### config.mk
export PLATFORM = sky130hd
export DESIGN_NAME = alarm_fsm
export DESIGN_NICKNAME = d
export VERILOG_FILES = /design/src/rtl/alarm_clock_pkg.sv /design/src/rtl/alarm_fsm_timer.sv /design/src/rtl/alarm_fsm.sv
export SDC_FILE = /design/constraint.sdc
export NUM_CORES = 1
export LEC_CHECK = 0
export ABC_AREA = 1
export CAP_MARGIN = 15
export CORE_AREA = 2 2 39 41
export CTS_CLUSTER_SIZE = 20
export DETAILED_ROUTE_END_ITERATION = 10
export DIE_AREA = 0 0 41 43
export HOLD_SLACK_MARGIN = 0.03
export PLACE_DENSITY = 0.55
export SLEW_MARGIN = 5
export SYNTH_ARGS = -nofsm -noshare
export SYNTH_HDL_FRONTEND = slang
export SYNTH_SLANG_ARGS = --single-unit
### constraint.sdc
create_clock -name clock -period 1.46 [get_ports clock]
set_input_delay 0.365 -clock clock [delete_from_list [all_inputs] [get_ports clock]]
set_output_delay 0.365 -clock clock [all_outputs]
set_load 0.05 [all_outputs]
### src/rtl/alarm_clock_pkg.sv
// Shared alarm-clock definitions: controller state encoding and default keypad/timeout settings.
// Also used by the keyreg and lcd_driver_4 blocks.
package alarm_clock_pkg;

  typedef enum logic [2:0] {
    SHOW_TIME        = 3'd0,
    KEY_STORED       = 3'd1,
    KEY_WAITED       = 3'd2,
    KEY_ENTRY        = 3'd3,
    SHOW_ALARM       = 3'd4,
    SET_ALARM_TIME   = 3'd5,
    SET_CURRENT_TIME = 3'd6
  } state_t;

  localparam logic [3:0] NOKEY_DEFAULT        = 4'd10;
  localparam int         TIMEOUT_SECS_DEFAULT = 10;

  // States in which the inactivity timer is allowed to run.
  function automatic logic timer_running(input state_t s);
    return (s == KEY_WAITED) || (s == KEY_ENTRY);
  endfunction

endpackage

### src/rtl/alarm_fsm_timer.sv
// Saturating seconds counter for abandoning key entry after TIMEOUT_SECS idle seconds.
// Only instantiated when ALARM_FSM_TIMEOUT_EN is defined.
module alarm_fsm_timer #(
  parameter int TIMEOUT_SECS = 10
) (
  input  logic clock,
  input  logic reset,
  input  logic clear,
  input  logic tick,
  output logic timeout
);

  localparam int CW = $clog2(TIMEOUT_SECS + 1);

  logic [CW-1:0] count_reg;

  assign timeout = (count_reg == CW'(TIMEOUT_SECS));

  // Clear has priority over tick; the count holds once it reaches the limit.
  always_ff @(posedge clock or negedge reset) begin
    if (!reset) begin
      count_reg <= '0;
    end else if (clear) begin
      count_reg <= '0;
    end else if (tick && !timeout) begin
      count_reg <= count_reg + 1'b1;
    end
  end

endmodule

### src/rtl/alarm_fsm.sv
// Alarm-clock controller: Moore FSM sequencing display selection, key shifting and load strobes.
// Define ALARM_FSM_TIMEOUT_EN to abandon key entry after TIMEOUT_SECS seconds without a key.
module alarm_fsm
  import alarm_clock_pkg::*;
#(
  parameter int         TIMEOUT_SECS = TIMEOUT_SECS_DEFAULT,
  parameter logic [3:0] NOKEY        = NOKEY_DEFAULT
) (
  input  logic       clock,
  input  logic       reset,
  input  logic       one_second,
  input  logic [3:0] key,
  input  logic       alarm_button,
  input  logic       time_button,
  output logic       show_a,
  output logic       show_current_time,
  output logic       load_new_a,
  output logic       load_new_c,
  output logic       shift
);

  state_t state_reg;
  state_t state_next;
  logic   timeout;
  logic   key_pressed;

  assign key_pressed = (key != NOKEY);

`ifdef ALARM_FSM_TIMEOUT_EN
  alarm_fsm_timer #(
    .TIMEOUT_SECS(TIMEOUT_SECS)
  ) u_timer (
    .clock  (clock),
    .reset  (reset),
    .clear  (!timer_running(state_reg)),
    .tick   (one_second),
    .timeout(timeout)
  );
`else
  logic unused_one_second;
  assign unused_one_second = one_second;
  assign timeout = 1'b0;
`endif

  always_ff @(posedge clock or negedge reset) begin
    if (!reset) begin
      state_reg <= SHOW_TIME;
    end else begin
      state_reg <= state_next;
    end
  end

  always_comb begin
    state_next = state_reg;
    case (state_reg)
      SHOW_TIME: begin
        if (alarm_button) begin
          state_next = SHOW_ALARM;
        end else if (key_pressed) begin
          state_next = KEY_STORED;
        end
      end
      KEY_STORED: begin
        state_next = KEY_WAITED;
      end
      KEY_WAITED: begin
        // Wait for release so a held key is shifted only once.
        if (!key_pressed) begin
          state_next = KEY_ENTRY;
        end else if (timeout) begin
          state_next = SHOW_TIME;
        end
      end
      KEY_ENTRY: begin
        if (alarm_button) begin
          state_next = SET_ALARM_TIME;
        end else if (time_button) begin
          state_next = SET_CURRENT_TIME;
        end else if (key_pressed) begin
          state_next = KEY_STORED;
        end else if (timeout) begin
          state_next = SHOW_TIME;
        end
      end
      SHOW_ALARM: begin
        if (!alarm_button) begin
          state_next = SHOW_TIME;
        end
      end
      SET_ALARM_TIME:   state_next = SHOW_TIME;
      SET_CURRENT_TIME: state_next = SHOW_TIME;
      default:          state_next = SHOW_TIME;
    endcase
  end

  always_comb begin
    show_a            = 1'b0;
    show_current_time = 1'b0;
    load_new_a        = 1'b0;
    load_new_c        = 1'b0;
    shift             = 1'b0;
    case (state_reg)
      KEY_STORED: begin
        shift             = 1'b1;
        show_current_time = 1'b1;
      end
      KEY_WAITED:       show_current_time = 1'b1;
      KEY_ENTRY:        show_current_time = 1'b1;
      SHOW_ALARM:       show_a = 1'b1;
      SET_ALARM_TIME:   load_new_a = 1'b1;
      SET_CURRENT_TIME: load_new_c = 1'b1;
      default: ;
    endcase
  end

endmodule

[Word-level counts from Yosys, hierarchy flattened]
Cells that the tools add are included.
Storage, ports and cells
  bits in registers: 3
  latch bits: 0
  memory bits (writable): 0
  memory bits (read-only): 0
  bits of input ports: 9
  output and inout bits: 5
  memories: 0
Operators by class
  add/sub/neg operators: 0
  multiply operators: 0
  divide/modulo/power cells: 0
  order comparisons: 0
  eq/ne operators: 9
  shift operators: 0
  muxes and demuxes: 12
  bitwise operators: 0
  reduce and logical (&&, ||, !) cells: 3
Operators with widths (count)
  two-way mux 3 bit: 6
  case mux 3 bit (5 select lines): 1
  == test 3 bit, second input constant: 3
  == test 3 x 2 -> 1 bit, second input constant: 2
  two-way mux 1 bit: 5
  != test 2 bit, second input constant: 2
  != test 4 bit, second input constant: 1
  == test 3 x 1 -> 1 bit, second input constant: 1
  zero test 3 bit: 1
  OR reduction 3 bit: 1
  AND reduction 2 bit: 1

[Depth between registers and ports, before layout]
  depth in word-level cells: 5
  gate-level depth with buffers: 6
  gate-level depth less buffers: 6

[Worst setup path before layout]
OpenSTA, ideal clock, no wires.
  path kind: register to output
  from: reg state_reg[0]
  to: out load_new_a
  data arrival time: 1557 ps
  data required time: 1095 ps
  slack: -462 ps
  stages on the path, launching flop included: 3
  cells stage by stage: dfrtp_1 -> inv_2 -> nor3_1
On the way
  longest elaborated chain between the ends: 2
Ends and longest elaborated chain
  from (decl): RTL line alarm_fsm.sv:22  | state_t state_reg;
  from (signal assigned): RTL line alarm_fsm.sv:49  | state_reg <= state_next;
  == test 3 bit: RTL line alarm_fsm.sv:102  | case (state_reg)
  two-way mux 1 bit: RTL line alarm_fsm.sv:102
  to (decl): RTL line alarm_fsm.sv:17  | output logic load_new_a,
No other way between the ends.

[Final worst setup path]
  from: reg state_reg[0]
  to: out load_new_c
On the way
  longest elaborated chain between the ends: 2
Ends and longest elaborated chain
  == test 3 bit: RTL line alarm_fsm.sv:102
  two-way mux 1 bit: RTL line alarm_fsm.sv:102
  to (decl): RTL line alarm_fsm.sv:18  | output logic load_new_c,
No other way between the ends.

==> results.json <==
{
  "synthesis.nets": 49,
  "status": "finished, violations left",
  "seqPwrFrac_pct": 15.8,
  "synthAdderAreaFrac_pct": 0,
  "period_share_pct": 103,
  "grt_max_degree": 7,
  "synth_area_leader_cell": "dfrtp_1",
  "synth.area.mux_share_pct": 0,
  "synth_area_per_cell_um2": 6.13,
  "cts_tree": "yes",
  "synthXorXnorAreaFrac_pct": 0,
  "syn_to_final_growth_pct": 136,
  "fp.dieArea_um2": 1760,
  "crit_family": "flip-flops",
  "crit_cells": 4,
  "p_int_mw": 0.676,
  "detail_route.vias_per_cell": 4.16,
  "crit_fanout": 4,
  "path_buf_inv": 2,
  "coreArea_um2": 1380,
  "numCtsBuffers": 3,
  "max_freq_mhz": 663,
  "fin_skew_ps": 3.06,
  "criticalPathCategory": "flip-flop to output pin",
  "dp.final_hpwl_um": 477,
  "fp-row-count": 14,
  "clk_latency_ps": 230,
  "slew_headroom_pct": 86.5,
  "synth_top_cell_area_share_pct": 30.6,
  "arrival_ps": 1140,
  "violations": "setup timing",
  "nNetsFinal": 76,
  "period_needed_ps": 1510,
  "maxCapViolCount": 0,
  "critical-path-max-stage-delay_ps": 450,
  "holdWs_ps": 312,
  "ys_ff_latch": 3,
  "cts_buffer_depth": 2,
  "synth-simple-area-share_pct": 44.9,
  "gr-usage-all-layers_pct": 10.4,
  "synth_warnings": 0,
  "die_w_um": 41,
  "end_kind": "output pin",
  "first_pass_iters": 4,
  "yosys-top-cells-area": "dfrtp_1 31%, nand2_1 15%, inv_1 9.2%",
  "setup_viol": 4,
  "ant_nets": 0,
  "reg2reg_depth": 6,
  "largest_reg_flops": 3,
  "hold_viol_final": 0,
  "initial_utilization_pct": 17.7,
  "layout-drive-gt1-share_pct": 48.5,
  "preCtsSetupSlack_ps": 104,
  "max_slew.worst_pin.slew_ps": 201,
  "p_sw_share_pct": 46.3,
  "clk_pin_slew_worst_paths_ps": 40,
  "p_switching_mw": 0.583,
  "combPwrFrac_pct": 72.7,
  "ys_types": 15,
  "rsz0062_at_grt": "true",
  "worstPathRequired_ps": 1100,
  "grt_pass1_vias": 306,
  "drc_errors": 0,
  "htree_num_levels": 1,
  "clkSinkCount": 3,
  "crit_chain": "inv_2 > nand2_2 > nor2_4 > buf_12",
  "yosysSeqAreaShare_pct": 30.6,
  "vdd_drop_max_uv": 977,
  "dr_total_vias": 341,
  "grt_pass1_wl_mm": 1.24,
  "synth_area_um2": 245,
  "p_per_area_nw_per_um2": 2180,
  "clockPowerShare_pct": 11.5,
  "cts_root_buf": "clkbuf_4",
  "slew_violations": 0,
  "antenna_found_initial": 0,
  "setup_ws_ps": -48.0,
  "hp-class": "primary input to async pin",
  "place_area_um2": 443,
  "overflow": 0,
  "n_antenna_cell": 0,
  "startpoint_type": "flip-flop",
  "boundaryPins": 14,
  "fin_area_um2": 578,
  "place.gp.congestion": 0.781,
  "layout.cells.most_common_list": "9 x nand2_1, 9 x buf_4, 7 x clkdlybuf4s50_1, 5 x buf_12",
  "port_buffers": 12,
  "synth_cells": 40,
  "synth_compound_area_share_pct": 12.2,
  "postLayoutCoreUtil_pct": 41.8,
  "crit_path_top_delay_cell": "dfrtp_2",
  "drtIter0Drc": 1,
  "wire_per_inst_um": 8.83,
  "leakagePower_nw": 0.268,
  "synth_top_family_by_area": "simple AND/OR/NAND/NOR gates",
  "wl_um": 724,
  "fp.dieH_um": 43
}
[synth_stat cells]
master / instances
inv_1: 6
nor2_2: 1
a31oi_1: 1
nand3_1: 4
nor2_1: 5
nor3_1: 1
a21oi_2: 1
nand2_1: 10
o21ai_1: 1
nor3_2: 1
o21ai_0: 2
nand4_1: 1
nand2_2: 1
inv_2: 2
dfrtp_1: 3
[path summary, 6_finish.rpt]
kind	start	slack (ps)	end
min in group clock	state_reg[2]$_DFFE_PN0P_	700	state_reg[0]$_DFFE_PN0P_
setup reg to reg	state_reg[0]$_DFFE_PN0P_	290	state_reg[1]$_DFFE_PN0P_
max in group asynchronous	reset	990	state_reg[1]$_DFFE_PN0P_
hold / removal	reset	310	state_reg[2]$_DFFE_PN0P_
setup / recovery	state_reg[0]$_DFFE_PN0P_	-50	load_new_c
hold reg to reg	state_reg[2]$_DFFE_PN0P_	700	state_reg[0]$_DFFE_PN0P_
[logic make-up (layout without fill, tap and decap cells)]
kind of cell | Yosys count | after routing
flip-flops | 3 | 3
buffers and inverters | 8 | 34
AO/OA/AOI/OAI | 5 | 5
AND/OR/NAND/NOR | 24 | 24
[layer usage]
layer / track usage (%) / vias to the layer above / share of wire (%)
li1: - / 179 / -
met2: 17.5 / 11 / 54
met1: 11.4 / 149 / 40
met4: 4.00 / 0 / 1.2
met3: 3.14 / 2 / 4.6
met5: 0 / - / 0
[power groups by stage]
stage | clock network, mW | registers (mW) | logic (mW)
4_1_cts | 0.151 | 0.194 | 0.871
6_report | 0.145 | 0.199 | 0.915
3_3_place_gp | 0 | 0.184 | 0.680
3_5_place_dp | 0 | 0.183 | 0.677
5_1_grt | 0.167 | 0.206 | 0.978
2_1_floorplan | 0 | 0.171 | 0.400
[cell type report]
type | instances | area, um2
Fill cell | 140 | 806
Timing Repair Buffer | 22 | 249
Multi-Input combinational cell | 29 | 173
Sequential cell | 3 | 77.6
Inverter | 8 | 32.5
Clock buffer | 4 | 26.3
Tap cell | 16 | 20.0
[metrics by stage]
stage	total power, mW	instances	setup TNS, ps
6_report	1.26	82	-79.5
3_3_place_gp	0.864	68	0
5_1_grt	1.35	82	-368
2_1_floorplan	0.570	40	-344
4_1_cts	1.22	80	-100
3_5_place_dp	0.860	68	0
[what timing repair did]
item | CTS | global route
hold buffers | 0 | 0
gates resized for setup | 9 | 2
buffers inserted | 8 | 2
setup endpoints to repair | 5 | 5
pin swaps | 3 | 3
(Power assumes the default switching activity.)
